`src/rtl/clk_mon_pkg.sv`:
```
// Shared types and constants for the divided-clock ratio monitor.
package clk_mon_pkg;

  typedef enum logic {
    IDLE,
    MEASURE
  } state_e;

  // Saturation value of a width-bit period counter.
  function automatic int unsigned cnt_max(input int unsigned width);
    return (32'd1 << width) - 32'd1;
  endfunction

endpackage

```
`src/rtl/clk_ratio_monitor_if.sv`:
```
// Bundle of the monitored divided clock and the measurement results.
interface clk_ratio_monitor_if #(
  parameter int CNT_W = 8
);

  logic             sig_in;
  logic [CNT_W-1:0] period;
  logic [CNT_W-1:0] high_time;
  logic             period_valid;
  logic             locked;
  logic             err;
  logic             timeout;

  modport master (
    output sig_in,
    input  period, high_time, period_valid, locked, err, timeout
  );

  modport slave (
    input  sig_in,
    output period, high_time, period_valid, locked, err, timeout
  );

endinterface

```
`src/rtl/sync_edge_det.sv`:
```
// Two-flop synchronizer for an asynchronous level, plus one history flop
// that yields single-cycle rise/fall strobes in the clk domain.
module sync_edge_det (
  input  logic clk,
  input  logic rst,
  input  logic async_i,
  output logic level_o,
  output logic rise_o,
  output logic fall_o
);

  logic s1_q;
  logic s2_q;
  logic s3_q;

  always_ff @(posedge clk or negedge rst) begin
    if (!rst) begin
      s1_q <= 1'b0;
      s2_q <= 1'b0;
      s3_q <= 1'b0;
    end else begin
      s1_q <= async_i;
      s2_q <= s1_q;
      s3_q <= s2_q;
    end
  end

  assign level_o = s2_q;
  assign rise_o  = s2_q & ~s3_q;
  assign fall_o  = ~s2_q & s3_q;

endmodule

```
`src/rtl/clk_ratio_monitor.sv`:
```
// Measures period and high time of a divided clock in master-clock cycles
// and reports lock, out-of-tolerance periods and loss of toggling.
module clk_ratio_monitor #(
  parameter int CNT_W      = 8,
  parameter int EXP_RATIO  = 8,
  parameter int TOL        = 0,
  parameter int LOCK_COUNT = 4
) (
  input logic                clk,
  input logic                rst,
  clk_ratio_monitor_if.slave mon
);

  import clk_mon_pkg::*;

  localparam logic [CNT_W-1:0] CntMax    = CNT_W'(cnt_max(CNT_W));
  localparam int               MatchW    = $clog2(LOCK_COUNT + 1);
  localparam logic [MatchW-1:0] MatchFull = MatchW'(LOCK_COUNT);
  localparam logic [CNT_W:0]   ExpExt    = (CNT_W + 1)'(EXP_RATIO);
  localparam logic [CNT_W:0]   TolExt    = (CNT_W + 1)'(TOL);

  state_e state_q, state_d;

  logic [CNT_W-1:0]  cnt_q, cnt_d;
  logic [CNT_W-1:0]  highCnt_q, highCnt_d;
  logic [CNT_W-1:0]  period_q, period_d;
  logic [CNT_W-1:0]  highTime_q, highTime_d;
  logic [MatchW-1:0] matchCnt_q, matchCnt_d;
  logic              periodValid_q, periodValid_d;
  logic              locked_q, locked_d;
  logic              err_q, err_d;
  logic              timeout_q, timeout_d;

  logic level;
  logic rise;
  logic fall;

  logic [CNT_W:0] cntExt;
  logic [CNT_W:0] diff;
  logic           inTol;

  sync_edge_det u_sync (
    .clk     (clk),
    .rst     (rst),
    .async_i (mon.sig_in),
    .level_o (level),
    .rise_o  (rise),
    .fall_o  (fall)
  );

  // One extra bit keeps the absolute difference from wrapping.
  assign cntExt = {1'b0, cnt_q};
  assign diff   = (cntExt >= ExpExt) ? (cntExt - ExpExt) : (ExpExt - cntExt);
  assign inTol  = (diff <= TolExt);

  always_ff @(posedge clk or negedge rst) begin
    if (!rst) begin
      state_q       <= IDLE;
      cnt_q         <= '0;
      highCnt_q     <= '0;
      period_q      <= '0;
      highTime_q    <= '0;
      matchCnt_q    <= '0;
      periodValid_q <= 1'b0;
      locked_q      <= 1'b0;
      err_q         <= 1'b0;
      timeout_q     <= 1'b0;
    end else begin
      state_q       <= state_d;
      cnt_q         <= cnt_d;
      highCnt_q     <= highCnt_d;
      period_q      <= period_d;
      highTime_q    <= highTime_d;
      matchCnt_q    <= matchCnt_d;
      periodValid_q <= periodValid_d;
      locked_q      <= locked_d;
      err_q         <= err_d;
      timeout_q     <= timeout_d;
    end
  end

  always_comb begin
    state_d       = state_q;
    cnt_d         = cnt_q;
    highCnt_d     = highCnt_q;
    period_d      = period_q;
    highTime_d    = highTime_q;
    matchCnt_d    = matchCnt_q;
    locked_d      = locked_q;
    periodValid_d = 1'b0;
    err_d         = 1'b0;
    timeout_d     = 1'b0;

    unique case (state_q)
      IDLE: begin
        cnt_d     = '0;
        highCnt_d = '0;
        if (rise) begin
          cnt_d     = CNT_W'(1);
          highCnt_d = CNT_W'(1);
          state_d   = MEASURE;
        end
      end
      MEASURE: begin
        if (rise) begin
          period_d      = cnt_q;
          periodValid_d = 1'b1;
          if (inTol) begin
            if (matchCnt_q != MatchFull) begin
              matchCnt_d = matchCnt_q + MatchW'(1);
            end
            locked_d = (matchCnt_d == MatchFull);
          end else begin
            err_d      = 1'b1;
            locked_d   = 1'b0;
            matchCnt_d = '0;
          end
          cnt_d     = CNT_W'(1);
          highCnt_d = CNT_W'(1);
        end else if (cnt_q == CntMax) begin
          // Divided clock stopped: drop lock and wait for a fresh rise.
          timeout_d  = 1'b1;
          locked_d   = 1'b0;
          matchCnt_d = '0;
          cnt_d      = '0;
          highCnt_d  = '0;
          state_d    = IDLE;
        end else begin
          cnt_d = cnt_q + CNT_W'(1);
          if (level) begin
            highCnt_d = highCnt_q + CNT_W'(1);
          end
          if (fall) begin
            highTime_d = highCnt_q;
          end
        end
      end
    endcase
  end

  assign mon.period       = period_q;
  assign mon.high_time    = highTime_q;
  assign mon.period_valid = periodValid_q;
  assign mon.locked       = locked_q;
  assign mon.err          = err_q;
  assign mon.timeout      = timeout_q;

endmodule

```
`src/flat_wrapper.sv`:
```
// flat-port wrapper written by rule: the top's interface ports become plain ports
module clk_ratio_monitor_flat import clk_mon_pkg::*;
#(
  parameter int CNT_W      = 8,
  parameter int EXP_RATIO  = 8,
  parameter int TOL        = 0,
  parameter int LOCK_COUNT = 4
)
  (clk, rst, mon_sig_in, mon_period, mon_high_time, mon_period_valid, mon_locked, mon_err, mon_timeout);
  clk_ratio_monitor_if #(.CNT_W(CNT_W)) mon_i ();
  input logic clk;
  input logic rst;
  input wire logic [$bits(mon_i.sig_in)-1:0] mon_sig_in;
  output wire logic [$bits(mon_i.period)-1:0] mon_period;
  output wire logic [$bits(mon_i.high_time)-1:0] mon_high_time;
  output wire logic [$bits(mon_i.period_valid)-1:0] mon_period_valid;
  output wire logic [$bits(mon_i.locked)-1:0] mon_locked;
  output wire logic [$bits(mon_i.err)-1:0] mon_err;
  output wire logic [$bits(mon_i.timeout)-1:0] mon_timeout;
  assign mon_i.sig_in = mon_sig_in;
  assign mon_period = mon_i.period;
  assign mon_high_time = mon_i.high_time;
  assign mon_period_valid = mon_i.period_valid;
  assign mon_locked = mon_i.locked;
  assign mon_err = mon_i.err;
  assign mon_timeout = mon_i.timeout;
  clk_ratio_monitor #(.CNT_W(CNT_W), .EXP_RATIO(EXP_RATIO), .TOL(TOL), .LOCK_COUNT(LOCK_COUNT)) u_core (.clk(clk), .rst(rst), .mon(mon_i));
endmodule
```
`config.mk`:
```
export PLATFORM = sky130hd
export DESIGN_NAME = clk_ratio_monitor_flat
export DESIGN_NICKNAME = d
export VERILOG_FILES = /design/src/rtl/clk_mon_pkg.sv /design/src/rtl/clk_ratio_monitor_if.sv /design/src/rtl/sync_edge_det.sv /design/src/rtl/clk_ratio_monitor.sv /design/src/flat_wrapper.sv
export SDC_FILE = /design/constraint.sdc
export NUM_CORES = 1
export LEC_CHECK = 0
export CORE_MARGIN = 2
export CORE_UTILIZATION = 55
export CTS_CLUSTER_DIAMETER = 200
export CTS_CLUSTER_SIZE = 16
export DETAILED_ROUTE_END_ITERATION = 8
export DONT_BUFFER_PORTS = 1
export PLACE_DENSITY = 0.7
export SYNTH_ARGS = -nofsm -noshare
export SYNTH_HDL_FRONTEND = slang
export SYNTH_HIERARCHICAL = 1
export SYNTH_SLANG_ARGS = --single-unit
```
`constraint.sdc`:
```
create_clock -name clk -period 3.9 [get_ports clk]
set_input_delay 0.78 -clock clk [delete_from_list [all_inputs] [get_ports clk]]
set_output_delay 0.78 -clock clk [all_outputs]
set_load 0.05 [all_outputs]
```
==> metrics.md <==
| Metric | Value |
|---|---|
| Fin util | 61.4% |
| Sequential Area | 0.00108 mm² |
| CTS sink cnt | 43 |
| Ratio of cells with drive above 1 in the final layout | 13.7% |
| Final Critical Period | 2110 ps |
| Hpwl dp | 2510 µm |
| Mean post-synth cell area | 11.3 µm² |
| Initial core utilization | 59.0% |
| Critical path fanouts, max | 7 |
| Via density | 5.61 |
| Met2 WL post-DR | 1550 µm |
| Routed Antenna Nets | 0 |
| Initial DRC Count | 70 |
| Synthesized netlist cell count | 179 |
| Clock latency on the worst-skew pair | 350 ps |
| Leading area contributor after synthesis | dfrtp_1 |
| #FFs+latches synth | 43 |
| Worst clock skew | 5.47 ps |
| GR Overflow Total | 0 |
| Main area contributors after synthesis | dfrtp_1 (53%), mux2_2 (6.7%), ha_1 (6.2%) |
| Via count | 1280 |
| Main flop type after synthesis | dfrtp_1 |
| Inserted Clock Buffers | 5 |
| Drt total wl | 3410 µm |
| Fin crit share | 54.2% |
| Post-synth top area share | 53.3% |
| Crit path cell chain | inv_1 -> ha_1 -> or3b_1 -> o32ai_1 -> a21o_1 -> nand4_2 -> o31ai_2 |
| Setup ws final | 1790 ps |
| Slew Limit Fails | 0 |
| Nets@finish | 194 |
| DR DRC count | 0 |
| DR pass1 iterations | 4 |
| Worst vdd ir | 0.395 mV |
| Top Ports | 23 |
| Clock Path Buffers | 2 |
| Post-synth ARST share | 100% |
| Power per Cell Area | 547 mW/mm² |
| Max Cap Viol | 0 |
| Min-delay worst type | in2async |
| Clock slew at reported path FFs | 110 ps |
| Syn Std Cell Area | 0.00202 mm² |
| DP Area | 0.00205 mm² |
| Fillers | 301 |
| Netlist cell types | 37 |
| Sequential area share after synthesis | 53.3% |
| Routability cong. | 0.749 |
| CTS tree | done |
| Largest net degree at the start of global routing | 44 |
| Finished Cell Area | 0.00210 mm² |
| Static leakage | 0.978 nW |
| Layout area overhead | 3.91% |
| Routed length on met3 | 224 µm |
| Largest stage delay, worst path | 470 ps |
| Setup violators final | 0 |
| CP max stage cell | dfrtp_1 |
| Resized Gates After CTS | 0 |
| Total track usage | 18.5% |
| Row cnt | 21 |
| Setup crit end kind | flip-flop |
| Crit path kind | reg2reg |
| Final number of hold-violating endpoints | 0 |
| Hold-fix buffers, CTS | 0 |
| Status | finished clean |
| Die span in y | 64.6 µm |
| CP arrival | 2380 ps |
| H-tree Lvls | 2 |
| Commonest cells after routing, fill and taps aside | dfrtp_1 (43), nor2_1 (22), nand2_1 (18) |
| Setup total negative slack | 0 ps |
| Die area | 0.00417 mm² |
| Port Buffer Count | 0 |
| DP Worst Slack | 1810 ps |
| Number of synthesized flops with an enable pin | 0 |
| M1 wire length | 1590 µm |
| Max-slew headroom | 64.5% |
| First-pass GRT wire length | 5830 µm |
| Initial antenna violation count | 0 |
| Worst-Margin Slew | 527 ps |
| WL per Instance | 15.0 µm |
| Core Region | 0.00342 mm² |
| RSZ-0062 raised after global routing | false |
| Vias in the first global route | 1305 |
| Highest routed layer | met4 |
| Syn_nets | 192 |
| Diode count | 0 |
| Chip Width | 64.6 µm |
| Multi-input gate area | 878 µm² |
| Most common cell after layout, fill and taps aside | dfrtp_1 |
| Setup repair bufs after CTS | 0 |
| Clk root buf | clkbuf_4 |
| Fmax achieved | 473 MHz |
| CP required | 4170 ps |
| CP startpoint kind | flip-flop |
| Syn. warnings | 6 |
## worst max-delay path, delay by kind of cell, from the launching register on
kind / cells / cell delay [ps]
fa+ha+maj: 1 / 190
buf+inv: 1 / 130
simple gates: 2 / 520
compound gates: 3 / 720
flops: 1 / 470
## power breakdown
part	switching (mW)	internal, mW
registers	0.195	0.511
logic	0.117	0.119
clock network	0.134	0.0703
## flip-flops by register name, summed over array words and instances, names as in the netlist, 3 cells and up
register / flops
u_core/cnt_q: 8
u_core/highCnt_q: 8
u_core/mon.high_time: 8
u_core/mon.period: 8
u_core/matchCnt_q: 3
## layout make-up
cell class | count | area share, %
Inverter | 9 | 1.61
Sequential cell | 43 | 51.3
Tap cell | 46 | 2.75
Clock buffer | 7 | 2.15
Multi-Input combinational cell | 122 | 41.9
Clock inverter | 1 | 0.239
## path summary, 6_finish.rpt
path / depth (start not counted) / endpoint / from / slack, ps
worst max-delay path: 7 / u_core/mon.locked / u_core/cnt_q[0] / 1790
worst min-delay path: 0 / u_core/mon.timeout / rst / 110
worst max register to register: 7 / u_core/mon.locked / u_core/cnt_q[0] / 1790
worst min register to register: 0 / u_core/u_sync/level_o / u_core/u_sync/s1_q / 370
max in group asynchronous: 0 / u_core/mon.period[0] / rst / 3700
min in group clk: 0 / u_core/u_sync/level_o / u_core/u_sync/s1_q / 370
## through the flow
step / total power, mW / hold WS, ps / std cells
3_3_place_gp: 0.933 / 337 / 220
3_5_place_dp: 0.954 / 345 / 220
2_1_floorplan: 0.895 / 331 / 179
4_1_cts: 1.16 / 82.8 / 228
6_report: 1.15 / 106 / 228
5_1_grt: 1.21 / 66.5 / 228
## Yosys cell counts (all sizes together), types with 2 or more instances
cell and instances:
dfrtp 43, nor2 22, nand2 18, mux2 12
ha 10, xnor2 10, inv 9, o21ai 8
xor2 6, mux2i 4, nand2b 4, nand3 4
nand4 4, buf 3, clkbuf 2, nor4b 2
o21bai 2
## logic make-up (layout without fill, tap and decap cells)
family,count (synthesis),count (layout),synth area share (%)
XOR/XNOR,16,16,6.95
AO/OA/AOI/OAI,18,18,6.08
multiplexers,16,16,8.68
adder cells (fa/ha/maj),10,10,6.20
buffers and inverters,14,17,3.10
AND/OR/NAND/NOR,62,62,15.6
flip-flops,43,43,53.3
## metal layers
metal  up-vias  track usage [%]
li1        608                -
met4         0             5.59
met5         -                0
met3         5             6.60
met1       631             23.5
met2        36             29.9
Note: power is estimated with default switching activity, not from simulation.
